--- src/rtl/wam_pkg.sv ---
// Shared definitions for the whack-a-mole scheduler: FSM encoding,
// the "no mole" column code, LFSR taps and column helpers.
package wam_pkg;

    typedef enum logic [1:0] {
        ST_IDLE = 2'd0,
        ST_GAP  = 2'd1,
        ST_UP   = 2'd2,
        ST_DONE = 2'd3
    } state_t;

    localparam logic [1:0] NO_COL    = 2'd3;
    // Taps for x^8+x^6+x^5+x^4+1 on a left-shifting register (bits 7,5,4,3)
    localparam logic [7:0] LFSR_TAPS = 8'b1011_1000;

    function automatic logic [1:0] pick_col(input logic [7:0] v);
        logic [1:0] c;
        c = v[1:0];
        if (c == NO_COL) c = v[3:2];
        if (c == NO_COL) c = 2'd1;
        return c;
    endfunction

    function automatic logic [2:0] col_decode(input logic [1:0] c);
        logic [2:0] d;
        case (c)
            2'd0:    d = 3'b001;
            2'd1:    d = 3'b010;
            2'd2:    d = 3'b100;
            default: d = 3'b000;
        endcase
        return d;
    endfunction

endpackage

--- src/rtl/lfsr8.sv ---
// Free-running 8-bit Fibonacci LFSR; advances every clock after reset.
module lfsr8
    import wam_pkg::*;
#(
    parameter logic [7:0] SEED = 8'hA5
) (
    input  logic       clk,
    input  logic       resetn,
    output logic [7:0] q
);

    logic [7:0] r_q;

    always_ff @(posedge clk or negedge resetn) begin
        if (!resetn) begin
            r_q <= SEED;
        end else begin
            r_q <= {r_q[6:0], ^(r_q & LFSR_TAPS)};
        end
    end

    assign q = r_q;

endmodule

--- src/rtl/mole_scheduler.sv ---
// Whack-a-mole game sequencer: alternates idle gaps with timed mole windows,
// scores edge-detected hits on the shown column and counts timeouts.
module mole_scheduler
    import wam_pkg::*;
#(
    parameter int unsigned UP_CYCLES  = 50,
    parameter int unsigned GAP_CYCLES = 25,
    parameter int unsigned ROUNDS     = 10,
    parameter logic [7:0]  LFSR_SEED  = 8'hA5
) (
    input  logic       clk,
    input  logic       resetn,
    input  logic       start,
    input  logic [2:0] hit,
    output logic [1:0] col_sel,
    output logic       mole_active,
    output logic [7:0] score,
    output logic [7:0] miss_cnt,
    output logic       done
);

    localparam logic [15:0] UP_LAST   = 16'(UP_CYCLES - 1);
    localparam logic [15:0] GAP_LAST  = 16'(GAP_CYCLES - 1);
    localparam logic [7:0]  ROUNDS_8  = 8'(ROUNDS);

    state_t      r_state;
    logic [15:0] r_cyc;
    logic [7:0]  r_round;
    logic [2:0]  r_hit_q;
    logic [1:0]  r_col_sel;
    logic        r_mole_active;
    logic [7:0]  r_score;
    logic [7:0]  r_miss_cnt;
    logic        r_done;

    logic [7:0]  w_lfsr;
    logic [2:0]  w_hit_rise;
    logic        w_hit_ok;
    logic        w_up_last;
    logic        w_round_end;
    logic [7:0]  w_round_nxt;

    function automatic logic [7:0] sat_inc(input logic [7:0] v);
        return (v == 8'hFF) ? 8'hFF : v + 8'd1;
    endfunction

    lfsr8 #(.SEED(LFSR_SEED)) u_lfsr (
        .clk    (clk),
        .resetn (resetn),
        .q      (w_lfsr)
    );

    // Only a fresh press on the column currently shown counts; col_sel is
    // NO_COL outside UP, so the decode also masks hits in other states.
    assign w_hit_rise  = hit & ~r_hit_q;
    assign w_hit_ok    = (r_state == ST_UP) && (|(w_hit_rise & col_decode(r_col_sel)));
    assign w_up_last   = (r_state == ST_UP) && (r_cyc == UP_LAST);
    assign w_round_end = w_hit_ok || w_up_last;
    assign w_round_nxt = r_round + 8'd1;

    always_ff @(posedge clk or negedge resetn) begin
        if (!resetn) begin
            r_state       <= ST_IDLE;
            r_cyc         <= '0;
            r_round       <= '0;
            r_hit_q       <= '0;
            r_col_sel     <= NO_COL;
            r_mole_active <= 1'b0;
            r_score       <= '0;
            r_miss_cnt    <= '0;
            r_done        <= 1'b0;
        end else begin
            r_hit_q <= hit;
            case (r_state)
                ST_IDLE, ST_DONE: begin
                    if (start) begin
                        r_state       <= ST_GAP;
                        r_cyc         <= '0;
                        r_round       <= '0;
                        r_score       <= '0;
                        r_miss_cnt    <= '0;
                        r_done        <= 1'b0;
                        r_col_sel     <= NO_COL;
                        r_mole_active <= 1'b0;
                    end
                end
                ST_GAP: begin
                    if (r_cyc == GAP_LAST) begin
                        r_state       <= ST_UP;
                        r_cyc         <= '0;
                        r_col_sel     <= pick_col(w_lfsr);
                        r_mole_active <= 1'b1;
                    end else begin
                        r_cyc <= r_cyc + 16'd1;
                    end
                end
                ST_UP: begin
                    // A hit on the final cycle wins over the timeout
                    if (w_hit_ok) begin
                        r_score <= sat_inc(r_score);
                    end else if (w_up_last) begin
                        r_miss_cnt <= sat_inc(r_miss_cnt);
                    end
                    if (w_round_end) begin
                        r_cyc         <= '0;
                        r_round       <= w_round_nxt;
                        r_col_sel     <= NO_COL;
                        r_mole_active <= 1'b0;
                        if (w_round_nxt == ROUNDS_8) begin
                            r_state <= ST_DONE;
                            r_done  <= 1'b1;
                        end else begin
                            r_state <= ST_GAP;
                        end
                    end else begin
                        r_cyc <= r_cyc + 16'd1;
                    end
                end
                default: begin
                    r_state <= ST_IDLE;
                end
            endcase
        end
    end

    assign col_sel     = r_col_sel;
    assign mole_active = r_mole_active;
    assign score       = r_score;
    assign miss_cnt    = r_miss_cnt;
    assign done        = r_done;

endmodule

--- config.mk ---
export PLATFORM = sky130hd
export DESIGN_NAME = mole_scheduler
export DESIGN_NICKNAME = d
export VERILOG_FILES = /design/src/rtl/wam_pkg.sv /design/src/rtl/lfsr8.sv /design/src/rtl/mole_scheduler.sv
export SDC_FILE = /design/constraint.sdc
export NUM_CORES = 1
export LEC_CHECK = 0
export ABC_AREA = 1
export BUFFER_PORTS_ARGS = -buffer_cell sky130_fd_sc_hd__buf_2
export CORE_UTILIZATION = 54
export DETAILED_ROUTE_END_ITERATION = 7
export PLACE_DENSITY = 0.81
export SLEW_MARGIN = 20
export SYNTH_ARGS = -nofsm -noshare
export SYNTH_HDL_FRONTEND = slang
export SYNTH_HIERARCHICAL = 1
export SYNTH_SLANG_ARGS = --single-unit
--- constraint.sdc ---
create_clock -name clk -period 4.1 [get_ports clk]
set_input_delay 0 -clock clk [delete_from_list [all_inputs] [get_ports clk]]
set_output_delay 0 -clock clk [all_outputs]
set_load 0.02 [all_outputs]
# Word level (Yosys, flattened, before mapping)
# Cells that the tools add are included.
# W data, S select, Z words.
totals:
  regBits: 57
  output_inout_bits: 20
  input_bits: 6
  elab_cells: 85
op_classes:
  addsub: 4
  bitwise: 3
  reduce_logical: 14
  eq_ne: 19
  n_mux: 35
ops:
  columns: ["operator", "count"]
  rows:
  - ["$mux W8", 7]
  - ["$mux W16", 3]
  - ["$pmux W16 S3", 1]
  - ["$pmux W8 S2", 3]
  - ["$add A8 B1 Y8 const B", 3]
  - ["$mux W2", 11]
  - ["$add A16 B1 Y16 const B", 1]
  - ["$eq A16 B5 Y1 const B", 1]
  - ["$eq A16 B6 Y1 const B", 1]
  - ["$eq A8 B8 Y1 const B", 2]
  - ["$ne A2 B2 Y1 const B", 6]
  - ["$pmux W2 S3", 2]
  - ["$eq A2 B2 Y1 const B", 5]
  - ["$pmux W3 S3", 1]
  - ["$reduce_and A3 Y1", 3]
  - ["$eq A8 B4 Y1 const B", 1]
  - ["$reduce_and A4 Y1", 2]
  - ["$reduce_xor A8 Y1", 1]
  - ["$and A3 B3 Y3", 2]
  - ["$mux W1", 5]
  - ["$eq A2 B1 Y1 const B", 2]
  - ["$logic_not A2 Y1", 2]
  - ["$not A3 Y3", 1]
  - ["$pmux W1 S3", 1]
  - ["7 further kinds", 8]

# Longest topological paths before layout
# Gate-level depths: netlist of run 1.
depth:
  depth_word: 8
  ltp_mapped: 12
  mapped_depth_nobuf: 12

# By module
# The synthesis of run 1 kept the hierarchy.
modules_own_cells:
  columns: ["module", "cells_per_inst", "n_inst", "seq_area_each_um2", "area_per_inst_um2"]
  rows:
  - ["mole_scheduler", 408, 1, 1228.7, 3015.4]
  - ["lfsr8", 25, 1, 205.2, 276.5]

# Worst setup path before layout of run 1
# Ideal clock, no wire load.
synth_timing:
  path_type: "flip-flop to flip-flop"
  startpoint: "reg r_state[0]"
  endpoint: "reg r_miss_cnt[5] (netlist: miss_cnt[5])"
  n_path_buf: 2
  synth_period_minus_slack_ns: 1.630
  t_arrival_ns: 1.506
  required_time_ns: 3.977
  setup_slack_ns: 2.470
  stages_incl_launch_ff: 11
  setup_ns: 0.123
  cell_sequence: "dfrtp_1 > inv_1 > ha_1 > buf_2 > and3_1 > nand3_1 > o21ai_1 > nand2_2 > buf_6 > nand2_1 > o21ai_2"
synth_between:
  elab_chain_len: 4
  elab_cells_between_ends: 12
  cone_classes: "eq/ne (5); mux (1); reduce/logical (6)"
synth_rtl:
  columns: ["element", "line_no", "text"]
  rows:
  - ["start, declared", "mole_scheduler.sv:26", "state_t r_state;"]
  - ["start signal, assigned", "mole_scheduler.sv:63", "r_state <= ST_IDLE;"]
  - ["start signal, assigned", "mole_scheduler.sv:77", "r_state <= ST_GAP;"]
  - ["start signal, assigned", "mole_scheduler.sv:89", "r_state <= ST_UP;"]
  - ["$eq A2 B2 Y1 (tied with other cells)", "mole_scheduler.sv:74", "case (r_state)"]
  - ["$reduce_or A2 Y1 (tied with other cells)", "mole_scheduler.sv:74", null]
  - ["$ne A2 B2 Y1 (no source line) or $reduce_bool A2 Y1 (tied branches)", null, null]
  - ["$reduce_and A4 Y1 (no source line)", null, null]
  - ["end signal, assigned", "mole_scheduler.sv:102", "r_miss_cnt <= sat_inc(r_miss_cnt);"]
  - ["end, declared", "mole_scheduler.sv:33", "logic [7:0] r_miss_cnt;"]
# Parallel ways exist; a longest one is shown, timed or not.
# A chain may end at the register's enable or synchronous reset.

# Final worst setup path of run 1
layout_timing:
  startpoint: "reg r_state[0]"
  endpoint: "reg r_miss_cnt[1] (netlist: miss_cnt[1])"
# The elaborated chain is that of the path after synthesis.

==> results of run 1 <==
[cell type report]
class | count | area (um2)
clock buffer | 10 | 138
sequential | 57 | 1430
tap | 75 | 93.8
clock inverter | 6 | 66.3
multi-input combinational | 314 | 1610
timing repair buffer | 30 | 173
inverter | 56 | 210
fill | 515 | 2170
[registers in the layout, indices dropped and copies added (netlist names)]
register	cells
done	1
r_round	8
score	8
mole_active	1
r_cyc	16
r_hit_q	3
r_state	2
u_lfsr/q	8
miss_cnt	8
col_sel	2
[routing by layer]
metal	track usage [%]	wire, um	share of wire, %	vias to the layer above
met2	40.8	3320	49	54
met4	13.0	206	3.0	0
met3	5.23	216	3.2	20
met5	0	0	0	-
li1	-	-	-	1461
met1	28.1	3040	45	1354
[cells in the final DEF, fill, tap and decap left out, types with 6 or more instances in the layout]
cell      synthesis  layout
nand2_1         128     128
o21ai_0          26      26
nand3_1          35      35
o21ai_1          14      14
xor2_1            7       7
o21ai_2          13      13
ha_1             10      10
xnor2_1           6       6
inv_1            54      54
clkbuf_8          0      10
dfrtp_1          51      51
buf_2             1      25
nor2_1           34      34
dfstp_2           6       6
[synthesized netlist by cell type (2+ instances only)]
master and instances:
nand2_1 128, buf_6 2, inv_1 54, nand4_1 5, a21oi_2 2, dfstp_2 6
o21ai_2 13, or2_2 4, ha_1 10, nand2_2 4, xnor2_1 6, o21ai_0 26
dfrtp_1 51, o211ai_1 2, nor2_1 34, clkbuf_1 2, nor2_2 5, nand3_1 35
inv_2 2, a21oi_1 4, nor3_1 5, o22ai_1 2, o21ai_1 14, xor2_1 7
[metrics by stage]
step                cell area (um2)  setup slack (ps)  hold WS (ps)
global placement               3480              2000           121
detailed placement             3480              1870           131
finish                         3720              1830          20.8
global route                   3720              1630          40.4
floorplan                      3290              2470          -296
CTS                            3720              1870          19.7
[final timing paths]
path / slack [ps] / startpoint / end / depth (start not counted)
max in group asynchronous: 3290 / resetn / r_cyc[15] / 3
worst max register to register: 1830 / r_state[0] / miss_cnt[1] / 8
worst min-delay path: 20 / start / r_cyc[15] / 4
worst min register to register: 370 / u_lfsr/q[6] / u_lfsr/q[7] / 0
worst max-delay path: 1830 / r_state[0] / miss_cnt[1] / 8
min in group asynchronous: 310 / resetn / miss_cnt[7] / 3
[logic make-up (layout without fill, tap and decap cells)]
kind of cell	after synthesis	count (layout)
and+or+nand+nor	225	225
AOI/OAI and AO/OA	66	66
xor gates and xnor gates	13	13
DFF	57	57
buffers and inverters	62	102
adders and majority gates	10	10
[worst max-delay path: stages, from the launching register on]
cell and delay, ps:
dfrtp_1 400, inv_1 90, ha_1 610, and3_1 250, nand3_1 120, o21ai_1 210
nand2_2 250, nand2_1 170, o21ai_2 60
[power by group through the flow]
stage	clock (uW)	sequential, uW	combinational [uW]
3_5_place_dp	0	683	610
6_report	547	675	612
3_3_place_gp	0	680	591
4_1_cts	555	673	614
5_1_grt	580	682	691
2_1_floorplan	0	710	459
==> results.json, run 1 <==
{
  "synth_flop_cell": "dfrtp_1",
  "synth_fa_ha_area_share_pct": 3.80,
  "via_per_inst": 5.27,
  "grt_util_all_layers_pct": 24.0,
  "die_h_um": 80.1,
  "grt_max_degree": 58,
  "power_density_mw_per_mm2": 493,
  "clkLatencyLatePin_ps": 350,
  "irDropWorstVdd_uv": 254,
  "worstSetupStartpointType": "register",
  "place.port_buffers": 25,
  "cts_max_level": 3,
  "clkTransAtPathRegs_ps": 70,
  "power_frac_clock_pct": 29.8,
  "drv_slew": 0,
  "synth_xor_xnor_area_share_pct": 3.46,
  "hp-class": "in -> reg",
  "post_cts_buffers": 0,
  "die_area_mm2": 0.00641,
  "max_slew_margin_pct": 51.9,
  "p_int_uw": 1090,
  "hold_buffers": 4,
  "drc": 0,
  "grt_pass1_vias": 2787,
  "cts_buffers": 9,
  "hold_violations": 0,
  "ys_seq_area_share_pct": 43.6,
  "drtIter0Drc": 165,
  "grt_pass1_wl_mm": 11.8,
  "antenna_found_initial": 0,
  "synth-seq-cells": 57,
  "synthMuxAreaShare_pct": 0,
  "firstDrtPassIters": 7,
  "rows": 28,
  "synth_area_mm2": 0.00329,
  "synth_top_area_share_pct": 38.8,
  "via_count": 2889,
  "maxCapViolations": 0,
  "postSynthAreaPerCell_um2": 7.60,
  "worstMarginPinSlew_ps": 721,
  "root_buffer": "clkbuf_8",
  "ant_nets": 0,
  "core-area_mm2": 0.00589,
  "path_max_fanout": 20,
  "ctsResizeCount": 0,
  "synthCells": 433,
  "io_pins": 26,
  "die_x_um": 80.1,
  "clkSinkCount": 57,
  "switching_share_pct": 40.7,
  "synth_area_leaders": "dfrtp_1 (39%), nand2_1 (15%), inv_1 (6.2%)",
  "synth_cell_type_count": 34,
  "cts_buffer_depth": 2,
  "switchingPower_uw": 747,
  "totalWireLength_mm": 6.78,
  "grt_overflow": 0,
  "yosysWarningCount": 6,
  "drive_above_1_share_pct": 17.1,
  "postSynth.asyncResetShare_pct": 100,
  "cp_data_arrival_time_ps": 2510,
  "fin_cells": 548,
  "dp_hpwl_mm": 4.66,
  "p_leak_uw": 0.00174,
  "rsz0062_at_grt": "false",
  "fin_nets": 484,
  "totalNegativeSetupSlack_ps": 0,
  "comb_power_share_pct": 33.4,
  "synthDominantAreaCellType": "dfrtp_1",
  "required_ps": 4340,
  "start_util_pct": 55.9,
  "dp_cells": 528,
  "synth-edff-count": 0,
  "setup_viol": 0,
  "utilization_pct": 63.2,
  "area_growth_pct": 13.0,
  "outcome": "completed",
  "synth_nets": 449,
  "synth_top_family_by_area": "simple AND/OR/NAND/NOR gates",
  "post_drt_wl_per_cell_um": 12.4,
  "pwr-share-seq_pct": 36.8,
  "synth-compound-area-share_pct": 12.2,
  "total_power_uw": 1830,
  "finClkSkew_ps": 8.24,
  "period_share_pct": 55.4,
  "cts_tree": "built",
  "diodes": 0,
  "max_freq_ghz": 0.440,
  "critical_path_class": "reg -> reg",
  "critPathCaptureType": "register",
  "period_needed_ps": 2270,
  "yosys.area_share.simple_pct": 29.3,
  "globalplace.congestion": 0.854
}
(Power assumes the default switching activity.)
==> inputs of run 2 (changes only) <==
clock period = 2.2 ns   (was 4.1 ns; I/O delays follow)
==> results.json, run 2 (synthesis gave the netlist of run 1 again) <==
{
  "outcome": "completed",
  "switching_share_pct": 39.3,
  "globalplace.congestion": 0.872,
  "clkSinkCount": 57,
  "critPathCaptureType": "register",
  "rows": 28,
  "p_int_uw": 2070,
  "crit_chain": "inv_1, ha_1, and3_1, nand3_1, o21ai_1, nand2_2, nand2_1, o21ai_2",
  "max_slew_margin_pct": 57.4,
  "drtIter0Drc": 166,
  "period_share_pct": 87.9,
  "antenna_found_initial": 0,
  "ant_nets": 0,
  "cts_tree": "built",
  "pwr-share-seq_pct": 36.9,
  "period_needed_ps": 1930,
  "final_cell_mix": "nand2_1 (128), inv_1 (54), dfrtp_1 (51), nand3_1 (35), nor2_1 (34)",
  "irDropWorstVdd_uv": 610,
  "die_h_um": 80.1,
  "grt_overflow": 0,
  "hp-class": "in -> reg",
  "area_growth_pct": 14.3,
  "io_pins": 26,
  "setup_viol": 0,
  "max_stage_delay_ps": 410,
  "grt_util_all_layers_pct": 23.6,
  "clkTransAtPathRegs_ps": 70,
  "fin_nets": 490,
  "clkLatencyLatePin_ps": 350,
  "totalNegativeSetupSlack_ps": 0,
  "hp-start": "start",
  "grt_pass1_vias": 2684,
  "path_max_fanout": 16,
  "required_ps": 2420,
  "place.port_buffers": 25,
  "cts_max_level": 3,
  "max_freq_ghz": 0.517,
  "ctsResizeCount": 0,
  "core-area_mm2": 0.00589,
  "via_count": 2854,
  "drc": 0,
  "die_area_mm2": 0.00641,
  "totalWireLength_mm": 6.64,
  "switchingPower_uw": 1340,
  "hold_violations": 0,
  "fin_cells": 554,
  "rsz0062_at_grt": "false",
  "fin_ws_ps": 266,
  "power_density_mw_per_mm2": 907,
  "slowest_stage": "dfrtp_1",
  "final_common_cell": "nand2_1",
  "drv_slew": 0,
  "crit_buf_inv": 1,
  "fin_area_mm2": 0.00376,
  "dp_cells": 530,
  "cts_buffers": 9,
  "start_util_pct": 55.9,
  "largest-register": "r_cyc",
  "pre_cts_slack_ps": 94.9,
  "whs_ps": 94.3,
  "comb_power_share_pct": 34.8,
  "maxCapViolations": 0,
  "post_drt_wl_per_cell_um": 12.0,
  "power_frac_clock_pct": 28.3,
  "largest_register_ffs": 16,
  "startpoint": "r_state[0]",
  "cp_data_arrival_time_ps": 2160,
  "placed_area_mm2": 0.00350,
  "via_per_inst": 5.15,
  "critical_path_class": "reg -> reg",
  "firstDrtPassIters": 5,
  "worstSetupStartpointType": "register",
  "cts_buffer_depth": 2,
  "drive_above_1_share_pct": 17.7,
  "dp_hpwl_mm": 4.76,
  "r2r-start": "r_state[0]",
  "critPathTopFamily": "simple AND/OR/NAND/NOR gates",
  "diodes": 0,
  "p_leak_uw": 0.00178,
  "finClkSkew_ps": 14.2,
  "worstMarginPinSlew_ps": 639,
  "grt_pass1_wl_mm": 11.6,
  "die_x_um": 80.1,
  "root_buffer": "clkbuf_8",
  "grt_max_degree": 32
}
[run 2: cell count changes in the layout (fill, tap and decap cells not counted)]
cell / before / now
buf_4: 1 / 6
inv_6: 1 / 0
clkinv_2: 1 / 3
buf_12: 0 / 1
clkbuf_1: 0 / 2
clkinvlp_4: 3 / 0
[run 2: per-stage QoR]
stage / utilization [%] / power (uW)
finish: 63.9 / 3420
global route: 63.9 / 3670
CTS: 63.4 / 3400
detailed placement: 59.5 / 2410
global placement: 59.5 / 2380
floorplan: - / 2180
[run 2: area by class of cell]
| class | count | area [um2] |
|---|---|---|
| Multi-Input combinational cell | 314 | 1610 |
| Sequential cell | 57 | 1430 |
| Fill cell | 499 | 2120 |
| Clock buffer | 12 | 145 |
| Inverter | 56 | 210 |
| Timing Repair Buffer | 36 | 230 |
| Tap cell | 75 | 93.8 |
| Clock inverter | 4 | 45.0 |
[run 2: per-layer routing]
layer | GRT usage, % | part of all wire (%) | wire, um
met1 | 29.8 | 46 | 3050
met2 | 38.5 | 48 | 3210
met3 | 5.23 | 3.8 | 254
met4 | 10.5 | 1.9 | 127
met5 | 0 | 0 | 0
[run 2: what timing repair did]
action	4_1_cts	5_1_grt
endpoints found under the hold margin	29	0
hold buffers	4	0
setup buffers	0	4
endpoints found under the setup margin	0	8
[run 2: path summary, 6_finish.rpt]
check,depth (start not counted),to,slack [ps]
hold reg to reg,0,u_lfsr/q[7],360
hold / removal,5,r_cyc[15],90
min in group asynchronous,2,miss_cnt[7],210
setup reg to reg,8,miss_cnt[6],270
setup / recovery,8,miss_cnt[6],270
max in group asynchronous,3,u_lfsr/q[0],1330
[run 2: worst register-to-register path: stages (launching register included)]
cell and delay [ps]:
dfrtp_1 410, inv_1 90, ha_1 330, and3_1 210, nand3_1 130, o21ai_1 200, nand2_2 240, nand2_1 150
o21ai_2 60
[run 2: power by group through the flow]
stage | clock network [uW] | registers [uW] | logic (uW)
after global placement | 0 | 1270 | 1110
after detailed placement | 0 | 1270 | 1140
after CTS | 986 | 1260 | 1150
final | 967 | 1260 | 1190
after global routing | 1030 | 1270 | 1360
after floorplan | 0 | 1320 | 855
==> inputs of run 3 (changes only) <==
clock period = 2 ns   (was 2.2 ns; I/O delays follow)
==> results.json, run 3 (synthesis gave the netlist of run 1 again) <==
{
  "outcome": "completed",
  "slowest_stage": "dfrtp_1",
  "clkSinkCount": 57,
  "rrSetupSlack_ps": 70,
  "drive_above_1_share_pct": 18.8,
  "die_area_mm2": 0.00641,
  "critPathTopFamily": "compound AO/OA/AOI/OAI gates",
  "clkLatencyLatePin_ps": 340,
  "core-area_mm2": 0.00589,
  "largest_register_ffs": 16,
  "clkTransAtPathRegs_ps": 70,
  "crit_chain": "inv_1, ha_1, inv_2, nor2_4, buf_4, o21ai_1, nand2_4, o21ai_0",
  "max_slew_margin_pct": 58.4,
  "fin_nets": 491,
  "cts_buffer_depth": 2,
  "worstMarginPinSlew_ps": 624,
  "cts_buffers": 9,
  "grt_overflow": 0,
  "totalWireLength_mm": 6.69,
  "p_leak_uw": 0.00179,
  "final_common_cell": "nand2_1",
  "dp_hpwl_mm": 4.76,
  "critical_path_class": "reg -> reg",
  "root_buffer": "clkbuf_8",
  "multiInputGateArea_mm2": 0.00162,
  "finClkSkew_ps": 9.76,
  "via_count": 2879,
  "io_pins": 26,
  "drv_slew": 0,
  "diodes": 0,
  "start_util_pct": 55.9,
  "grt_pass1_wl_mm": 11.5,
  "grt_pass1_vias": 2679,
  "crit_buf_inv": 3,
  "whs_ps": 99.1,
  "max_freq_ghz": 0.518,
  "maxCapViolations": 0,
  "cts_max_level": 3,
  "required_ps": 2260,
  "ff_latch_area_mm2": 0.00143,
  "die_h_um": 80.1,
  "area_growth_pct": 15.5,
  "hp-class": "in -> reg",
  "worstSetupStartpointType": "register",
  "grt_util_all_layers_pct": 23.8,
  "period_share_pct": 96.5,
  "totalNegativeSetupSlack_ps": 0,
  "cp_data_arrival_time_ps": 2190,
  "cts_tree": "built",
  "power_density_mw_per_mm2": 1040,
  "critPathCaptureType": "register",
  "period_needed_ps": 1930,
  "globalplace.congestion": 0.869,
  "post_drt_wl_per_cell_um": 12.1,
  "firstDrtPassIters": 4,
  "place.port_buffers": 25,
  "via_per_inst": 5.19,
  "dp_cells": 532,
  "path_max_fanout": 16,
  "ant_nets": 0,
  "final_cell_mix": "nand2_1 (127), inv_1 (53), dfrtp_1 (51), nand3_1 (35), nor2_1 (34)",
  "rows": 28,
  "irDropWorstVdd_uv": 748,
  "largest-register": "r_cyc",
  "die_x_um": 80.1,
  "drc": 0,
  "drtIter0Drc": 218,
  "fillers": 498,
  "max_stage_delay_ps": 390,
  "antenna_found_initial": 0,
  "fin_cells": 555,
  "grt_max_degree": 29,
  "setup_viol": 0,
  "hold_violations": 0
}
run 3: cell count changes in the layout (fill, tap and decap cells not counted), sizes merged:
cell / change
clkbuf: -1
clkinvlp: +1
buf: +1
bufinv: +1
inv: -1
run 3: area by class of cell:
class                   count  share of cell area, %
multi-input cells         314                   42.5
flip-flops and latches     57                   37.7
repair buffers             37                   5.92
inverters                  56                   5.62
clock buffers              11                   3.72
well taps                  75                   2.47
clock inverters             5                   2.07
run 3: worst reg2reg max path, stage by stage, from the launching register on:
cell     delay (ps)
dfrtp_1         390
inv_1            70
ha_1            350
inv_2           140
nor2_4           70
buf_4           140
o21ai_1         270
nand2_4         200
o21ai_0         230
run 3: layer usage:
layer,GRT usage (%),wire [um],vias to the layer above
met5,0,0,-
met4,12.1,127,0
li1,-,-,1470
met1,28.5,3060,1345
met2,39.1,3260,48
met3,6.59,241,16
run 3: repair_timing:
| item | CTS | global route |
|---|---|---|
| resized for setup | 1 | 3 |
| setup buffers | 3 | 0 |
| pin swaps | 1 | 0 |
| endpoints found under the setup margin | 10 | 7 |
| hold endpoints to repair | 24 | 0 |
| hold buffers | 4 | 0 |
run 3: worst paths after layout:
| path | startpoint | to | cells after the start |
|---|---|---|---|
| max | r_state[0] | miss_cnt[7] | 8 |
| min | start | r_cyc[13] | 4 |
| max reg2reg | r_state[0] | miss_cnt[7] | 8 |
| min reg2reg | u_lfsr/q[6] | u_lfsr/q[7] | 0 |
| max in group asynchronous | resetn | col_sel[1] | 3 |
| min in group asynchronous | resetn | r_round[5] | 2 |
run 3: report_power, final:
part	total [uW]	internal, uW	switching (uW)
combinational	1340	401	937
clock	1220	734	483
sequential	1380	1280	105
total	3940	2410	1520
run 3: metrics by stage:
stage          setup WS, ps  util (%)  cell area (um2)  total power [uW]
6_report               70.8      64.6             3800              3940
5_1_grt               -31.2      64.6             3800              4190
4_1_cts                92.9      64.4             3790              3930
3_5_place_dp           -135      59.6             3510              2660
3_3_place_gp          -48.9      59.6             3510              2620
2_1_floorplan           370         -             3290              2400
